<file path="src/rtl/bus_copy_pkg.sv">
// rtl/bus_copy_pkg.sv - shared types and constants for the bus copy master
package bus_copy_pkg;

    typedef enum logic [1:0] {
        IDLE,
        RUN,
        DONE
    } state_t;

    localparam logic [3:0]  BE_FULL   = 4'hF;
    localparam logic [31:0] ADDR_STEP = 32'd4;

endpackage

</file>
<file path="src/rtl/copy_fifo.sv">
// rtl/copy_fifo.sv - small synchronous FIFO holding read data awaiting write-back
module copy_fifo #(
    parameter int WIDTH = 32,
    parameter int DEPTH = 4
) (
    input  logic                       clk_i,
    input  logic                       rst_i,
    input  logic                       push,
    input  logic [WIDTH-1:0]           din,
    input  logic                       pop,
    output logic [WIDTH-1:0]           dout,
    output logic                       full,
    output logic                       empty,
    output logic [$clog2(DEPTH+1)-1:0] count
);

    localparam int AW = $clog2(DEPTH);
    localparam int CW = $clog2(DEPTH + 1);

    logic [WIDTH-1:0] mem [DEPTH];
    logic [AW-1:0]    wr_ptr;
    logic [AW-1:0]    rd_ptr;
    logic             do_push;
    logic             do_pop;

    // A push into a full FIFO is only taken when the head leaves in the same cycle.
    assign do_push = push && (!full || pop);
    assign do_pop  = pop && !empty;

    always_ff @(posedge clk_i) begin
        if (rst_i) begin
            wr_ptr <= '0;
            rd_ptr <= '0;
            count  <= '0;
        end else begin
            if (do_push) begin
                mem[wr_ptr] <= din;
                wr_ptr      <= wr_ptr + 1'b1;
            end
            if (do_pop) begin
                rd_ptr <= rd_ptr + 1'b1;
            end
            count <= count + CW'(do_push) - CW'(do_pop);
        end
    end

    assign dout  = mem[rd_ptr];
    assign full  = (count == CW'(DEPTH));
    assign empty = (count == '0);

endmodule

</file>
<file path="src/rtl/bus_copy_master.sv">
// rtl/bus_copy_master.sv - word copy initiator overlapping buffered reads and writes on one bus
module bus_copy_master
    import bus_copy_pkg::*;
#(
    parameter int FIFO_DEPTH = 4,
    parameter int LEN_W      = 16
) (
    input  logic             clk_i,
    input  logic             rst_i,
    input  logic             start_i,
    input  logic [31:0]      src_addr_bi,
    input  logic [31:0]      dst_addr_bi,
    input  logic [LEN_W-1:0] len_bi,
    output logic             busy_o,
    output logic             done_o,
    output logic             bus_req_o,
    output logic             bus_we_o,
    output logic [31:0]      bus_addr_bo,
    output logic [3:0]       bus_be_bo,
    output logic [31:0]      bus_wdata_bo,
    input  logic             bus_ack_i,
    input  logic             bus_resp_i,
    input  logic [31:0]      bus_rdata_bi
);

    localparam int CW = $clog2(FIFO_DEPTH + 1);

    state_t           state, state_n;
    logic [31:0]      rd_addr, rd_addr_n, wr_addr, wr_addr_n;
    logic [LEN_W-1:0] rd_left, rd_left_n, wr_left, wr_left_n;
    logic [CW-1:0]    outstanding, outstanding_n;
    logic [CW-1:0]    fifo_count, cnt_n;
    logic             req_q, req_n, we_q, we_n;
    logic [31:0]      addr_q, addr_n;
    logic             rd_acc, wr_acc, resp_ok, credit_ok;
    logic [31:0]      fifo_dout;
    logic             fifo_full, fifo_empty;
    logic             unused_bits;

    assign rd_acc  = req_q && bus_ack_i && !we_q;
    assign wr_acc  = req_q && bus_ack_i && we_q;
    // A response with nothing in flight is a leftover from before a reset.
    assign resp_ok = bus_resp_i && (outstanding != '0);

    copy_fifo #(
        .WIDTH (32),
        .DEPTH (FIFO_DEPTH)
    ) u_fifo (
        .clk_i (clk_i),
        .rst_i (rst_i),
        .push  (resp_ok),
        .din   (bus_rdata_bi),
        .pop   (wr_acc),
        .dout  (fifo_dout),
        .full  (fifo_full),
        .empty (fifo_empty),
        .count (fifo_count)
    );

    always_comb begin
        state_n       = state;
        rd_addr_n     = rd_addr;
        wr_addr_n     = wr_addr;
        rd_left_n     = rd_left;
        wr_left_n     = wr_left;
        req_n         = req_q;
        we_n          = we_q;
        addr_n        = addr_q;
        cnt_n         = fifo_count + CW'(resp_ok) - CW'(wr_acc);
        outstanding_n = outstanding + CW'(rd_acc) - CW'(resp_ok);
        credit_ok     = ({1'b0, cnt_n} + {1'b0, outstanding_n}) < (CW + 1)'(FIFO_DEPTH);

        case (state)
            IDLE: begin
                if (start_i) begin
                    state_n   = RUN;
                    rd_addr_n = {src_addr_bi[31:2], 2'b00};
                    wr_addr_n = {dst_addr_bi[31:2], 2'b00};
                    rd_left_n = len_bi;
                    wr_left_n = len_bi;
                end
            end
            RUN: begin
                if (rd_acc) begin
                    rd_addr_n = rd_addr + ADDR_STEP;
                    rd_left_n = rd_left - 1'b1;
                end
                if (wr_acc) begin
                    wr_addr_n = wr_addr + ADDR_STEP;
                    wr_left_n = wr_left - 1'b1;
                end
                // Decisions use post-cycle counts so a new request can follow an ack without a bubble.
                if (wr_left_n == '0) begin
                    state_n = DONE;
                    req_n   = 1'b0;
                    we_n    = 1'b0;
                    addr_n  = '0;
                end else if (!req_q || bus_ack_i) begin
                    if (cnt_n != '0) begin
                        req_n  = 1'b1;
                        we_n   = 1'b1;
                        addr_n = wr_addr_n;
                    end else if (rd_left_n != '0 && credit_ok) begin
                        req_n  = 1'b1;
                        we_n   = 1'b0;
                        addr_n = rd_addr_n;
                    end else begin
                        req_n  = 1'b0;
                        we_n   = 1'b0;
                        addr_n = '0;
                    end
                end
            end
            DONE: begin
                state_n = IDLE;
            end
            default: begin
                state_n = IDLE;
            end
        endcase
    end

    always_ff @(posedge clk_i) begin
        if (rst_i) begin
            state       <= IDLE;
            rd_addr     <= '0;
            wr_addr     <= '0;
            rd_left     <= '0;
            wr_left     <= '0;
            outstanding <= '0;
            req_q       <= 1'b0;
            we_q        <= 1'b0;
            addr_q      <= '0;
        end else begin
            state       <= state_n;
            rd_addr     <= rd_addr_n;
            wr_addr     <= wr_addr_n;
            rd_left     <= rd_left_n;
            wr_left     <= wr_left_n;
            outstanding <= outstanding_n;
            req_q       <= req_n;
            we_q        <= we_n;
            addr_q      <= addr_n;
        end
    end

    assign busy_o       = (state == RUN);
    assign done_o       = (state == DONE);
    assign bus_req_o    = req_q;
    assign bus_we_o     = we_q;
    assign bus_addr_bo  = addr_q;
    assign bus_be_bo    = req_q ? BE_FULL : 4'h0;
    assign bus_wdata_bo = we_q ? fifo_dout : 32'h0;

    assign unused_bits = ^{src_addr_bi[1:0], dst_addr_bi[1:0], fifo_full, fifo_empty};

endmodule

</file>
<file path="config.mk">
export PLATFORM = sky130hd
export DESIGN_NAME = bus_copy_master
export DESIGN_NICKNAME = d
export VERILOG_FILES = /design/src/rtl/bus_copy_pkg.sv /design/src/rtl/copy_fifo.sv /design/src/rtl/bus_copy_master.sv
export SDC_FILE = /design/constraint.sdc
export NUM_CORES = 1
export LEC_CHECK = 0
export ABC_AREA = 1
export BUFFER_PORTS_ARGS = -buffer_cell sky130_fd_sc_hd__clkbuf_2
export CAP_MARGIN = 20
export CORE_ASPECT_RATIO = 0.5
export CORE_MARGIN = 5
export CORE_UTILIZATION = 55
export DETAILED_ROUTE_END_ITERATION = 8
export GPL_ROUTABILITY_DRIVEN = 0
export PLACE_DENSITY = 0.77
export SYNTH_ARGS = -nofsm -noshare
export SYNTH_HDL_FRONTEND = slang
export SYNTH_SLANG_ARGS = --single-unit
</file>
<file path="constraint.sdc">
create_clock -name clk_i -period 5.3 [get_ports clk_i]
set_clock_uncertainty 0.15 [all_clocks]
set_input_delay 0.265 -clock clk_i [delete_from_list [all_inputs] [get_ports clk_i]]
set_output_delay 0.265 -clock clk_i [all_outputs]
set_load 0.02 [all_outputs]
</file>
==> results.toml <==
[power_and_ir_drop]
power_frac_comb = 0.365
seqPwrFrac = 0.375
finalPower_w = 0.006946
swShare = 0.3895
power.density_nw_per_um2 = 405.4
p_sw_w = 0.002705
ir_worst_vdd_uv = 549.2
intPower_w = 0.004241
p_leak_nw = 6.965
p_clk_frac = 0.260

[yosys]
synth-seq-cells = 267
yosysTopAreaCellShare = 0.2694
ys.flop_type = "dfxtp_1"
synth_nets = 1955
yosysWarnings = 0
synth_area_leaders = "edfxtp_1, dfxtp_1, nand2_1"
synth_commonest_cells = "nand2_1, nor2_1, o21ai_0, inv_1, dfxtp_1"
synth_most_common_cell = "nand2_1"
synth.distinct_cells = 50
synth.cell_area_um2 = 14270
ys_seq_area_frac = 0.4644
postSynthCellCount = 1820
syn_area_per_cell_um2 = 7.841
synth_edf_count = 128
synth_top_area_cell = "edfxtp_1"
synthArstFlopShare = 0

[routing]
routed_wl_um = 38720
drc = 0
dr.first_iter.drc_count = 1034
drt_pre_antenna_iters = 5
avgRoutedWirePerCell_um = 16.03
drtAntennaViolNets = 0
vias_per_cell = 5.362
vias = 12950

[worst_setup_path]
worstPathArrival_ps = 4540
critPathCaptureType = "flop"
crit_fanout = 34
max_stage_delay_ps = 450
start_kind = "flop"
crit_chain = "inv_4 > nand3_4 > ha_1 > inv_1 > ha_1 > fa_1 > xor2_1 > xor2_1 > ha_1 > nor4_2 > buf_4 > nand2_2 > nand2_2 > nand3_1 > a21oi_1"
cpMostUsedCell = "ha_1"
crit_required_ps = 5610
slowest_stage = "buf_4"
rr_worst_depth = 15
crit_type = "flop to flop"

[global_route]
grt_pass1_wl_um = 61630
grt_use_met1 = 0.3351
busiest_layer = "met2"
grt_overflow = 0
grt_pass1_vias = 12330
grt_start_max_net_pins = 66
grt_use_met3 = 0.03451
grt_usage = 0.2572
antenna_found_initial = 0
met2_usage = 0.4542

[status]
status = "finished, final reports clean"

[sta]
tightest_slew_ps = 771.1
setup_viol = 0
period_share = 0.7989
slew_headroom = 0.4859
slew_violations = 0
timing.hold.ws_ps = 35.82
period_minus_slack_ps = 4234
fmax_ghz = 0.2362
hold_viol = 0
setup_tns_ps = 0
rsz0062_at_grt = "false"

[place]
hpwlAfterDp_um = 24580
placed_area_um2 = 15360
io_buffer_count = 184

[final_layout]
drive_gt1_frac = 0.1671
syn2layout_area_growth_pct = 20.07
postLayoutCellArea_um2 = 17130
n_antenna_cell = 0
fin_nets = 2190
post-route-util = 0.6747

[clocking]
clk_pin_slew_ps = 70
cts_root_buffer = "clkbuf_16"
cts_buffers = 24
tritoncts = "yes"
clock_path_buffers = 3
clk-insertion-delay-late_ps = 540
cts-resized-gates = 0
clkSinkCount = 267
htree_levels = 1

[floorplan]
core_area_um2 = 25390
initial_utilization = 0.5620
fp-row-count = 41
die_w_um = 237.8
die_h_um = 123.9
fp.dieArea_um2 = 29460
io_pins = 189

[min_path]
hold_depth = 3
hold_class = "primary input to flop"

[job]
cap_violations = 0
[cells in the final DEF, fill, tap and decap left out, types with 61 or more instances in the layout]
cell / synthesis / layout
inv_1: 144 / 144
edfxtp_1: 128 / 128
nand2_1: 382 / 382
clkbuf_2: 0 / 183
o21ai_0: 178 / 178
nand3_1: 61 / 61
dfxtp_1: 139 / 137
dlygate4sd3_1: 0 / 96
a21oi_1: 119 / 119
nor2_1: 309 / 304
[metrics by stage]
stage	cells	setup WS [ps]
6_report	2415	1066
5_1_grt	2415	783.7
4_1_cts	2414	1041
3_5_place_dp	2276	1086
3_3_place_gp	2276	1149
2_1_floorplan	1820	1296
[worst max-delay path, delay by kind of cell (launching register included)]
kind,cells,cell delay (ps)
compound gates,1,120
xor+xnor,2,390
fa+ha+maj,4,1200
buf+inv,3,890
flops,1,400
simple gates,5,970
[per-layer routing]
layer / routed length, um / vias up
met2: 18790 / 444
met1: 16470 / 5950
met5: 0 / -
met4: 1023 / 0
met3: 2436 / 73
li1: - / 6482
[registers in the layout (all words and copies together), names as in the netlist, 2 cells and up, named ones only]
signal and count:
u_fifo.mem 128, bus_addr_bo 31, rd_addr 30, wr_addr 30, rd_left 16, wr_left 16, outstanding 3, u_fifo.count 3
state 2, u_fifo.rd_ptr 2, u_fifo.wr_ptr 2
[final cells by class]
cell class              instances  area, um^2
fillers                      2166        8259
multi-input cells            1311        6664
flip-flops and latches        267        6629
repair buffers                300        2042
clock buffers                  33       664.4
inverters                     151       569.3
well taps                     344       430.4
clock inverters                 9       135.1
[logic make-up (layout without fill, tap and decap cells)]
group | count (synthesis) | in the layout | synth area share
buffers and inverters | 242 | 493 | 0.07111
and+or+nand+nor | 871 | 871 | 0.2714
AOI/OAI and AO/OA | 368 | 368 | 0.1416
DFF | 267 | 267 | 0.4644
adders and majority gates | 18 | 18 | 0.01736
xor gates and xnor gates | 54 | 54 | 0.03420
[path summary, 6_finish.rpt]
kind / start / to / slack, ps
worst max-delay path: bus_we_o$_SDFFE_PP0P_ / bus_addr_bo[2]$_SDFFE_PP0P_ / 1070
worst min-delay path: src_addr_bi[2] / rd_addr[2]$_SDFFE_PP0P_ / 40
worst max register to register: bus_we_o$_SDFFE_PP0P_ / bus_addr_bo[2]$_SDFFE_PP0P_ / 1070
worst min register to register: bus_addr_bo[1]$_SDFFE_PP0P_ / bus_addr_bo[1]$_SDFFE_PP0P_ / 310
[power groups by stage]
stage / Combinational (W) / Clock [W] / Sequential, W
2_1_floorplan: 0.00177 / 0 / 0.00269
3_3_place_gp: 0.00241 / 0 / 0.00264
3_5_place_dp: 0.00244 / 0 / 0.00264
4_1_cts: 0.00251 / 0.00182 / 0.00260
5_1_grt: 0.00280 / 0.00192 / 0.00263
6_report: 0.00254 / 0.00180 / 0.00260
[repair_timing]
action / CTS / global route
hold buffers: 96 / 0
buffers inserted: 0 / 0
endpoints found under the hold margin: 201 / 0
(Power assumes the default switching activity.)
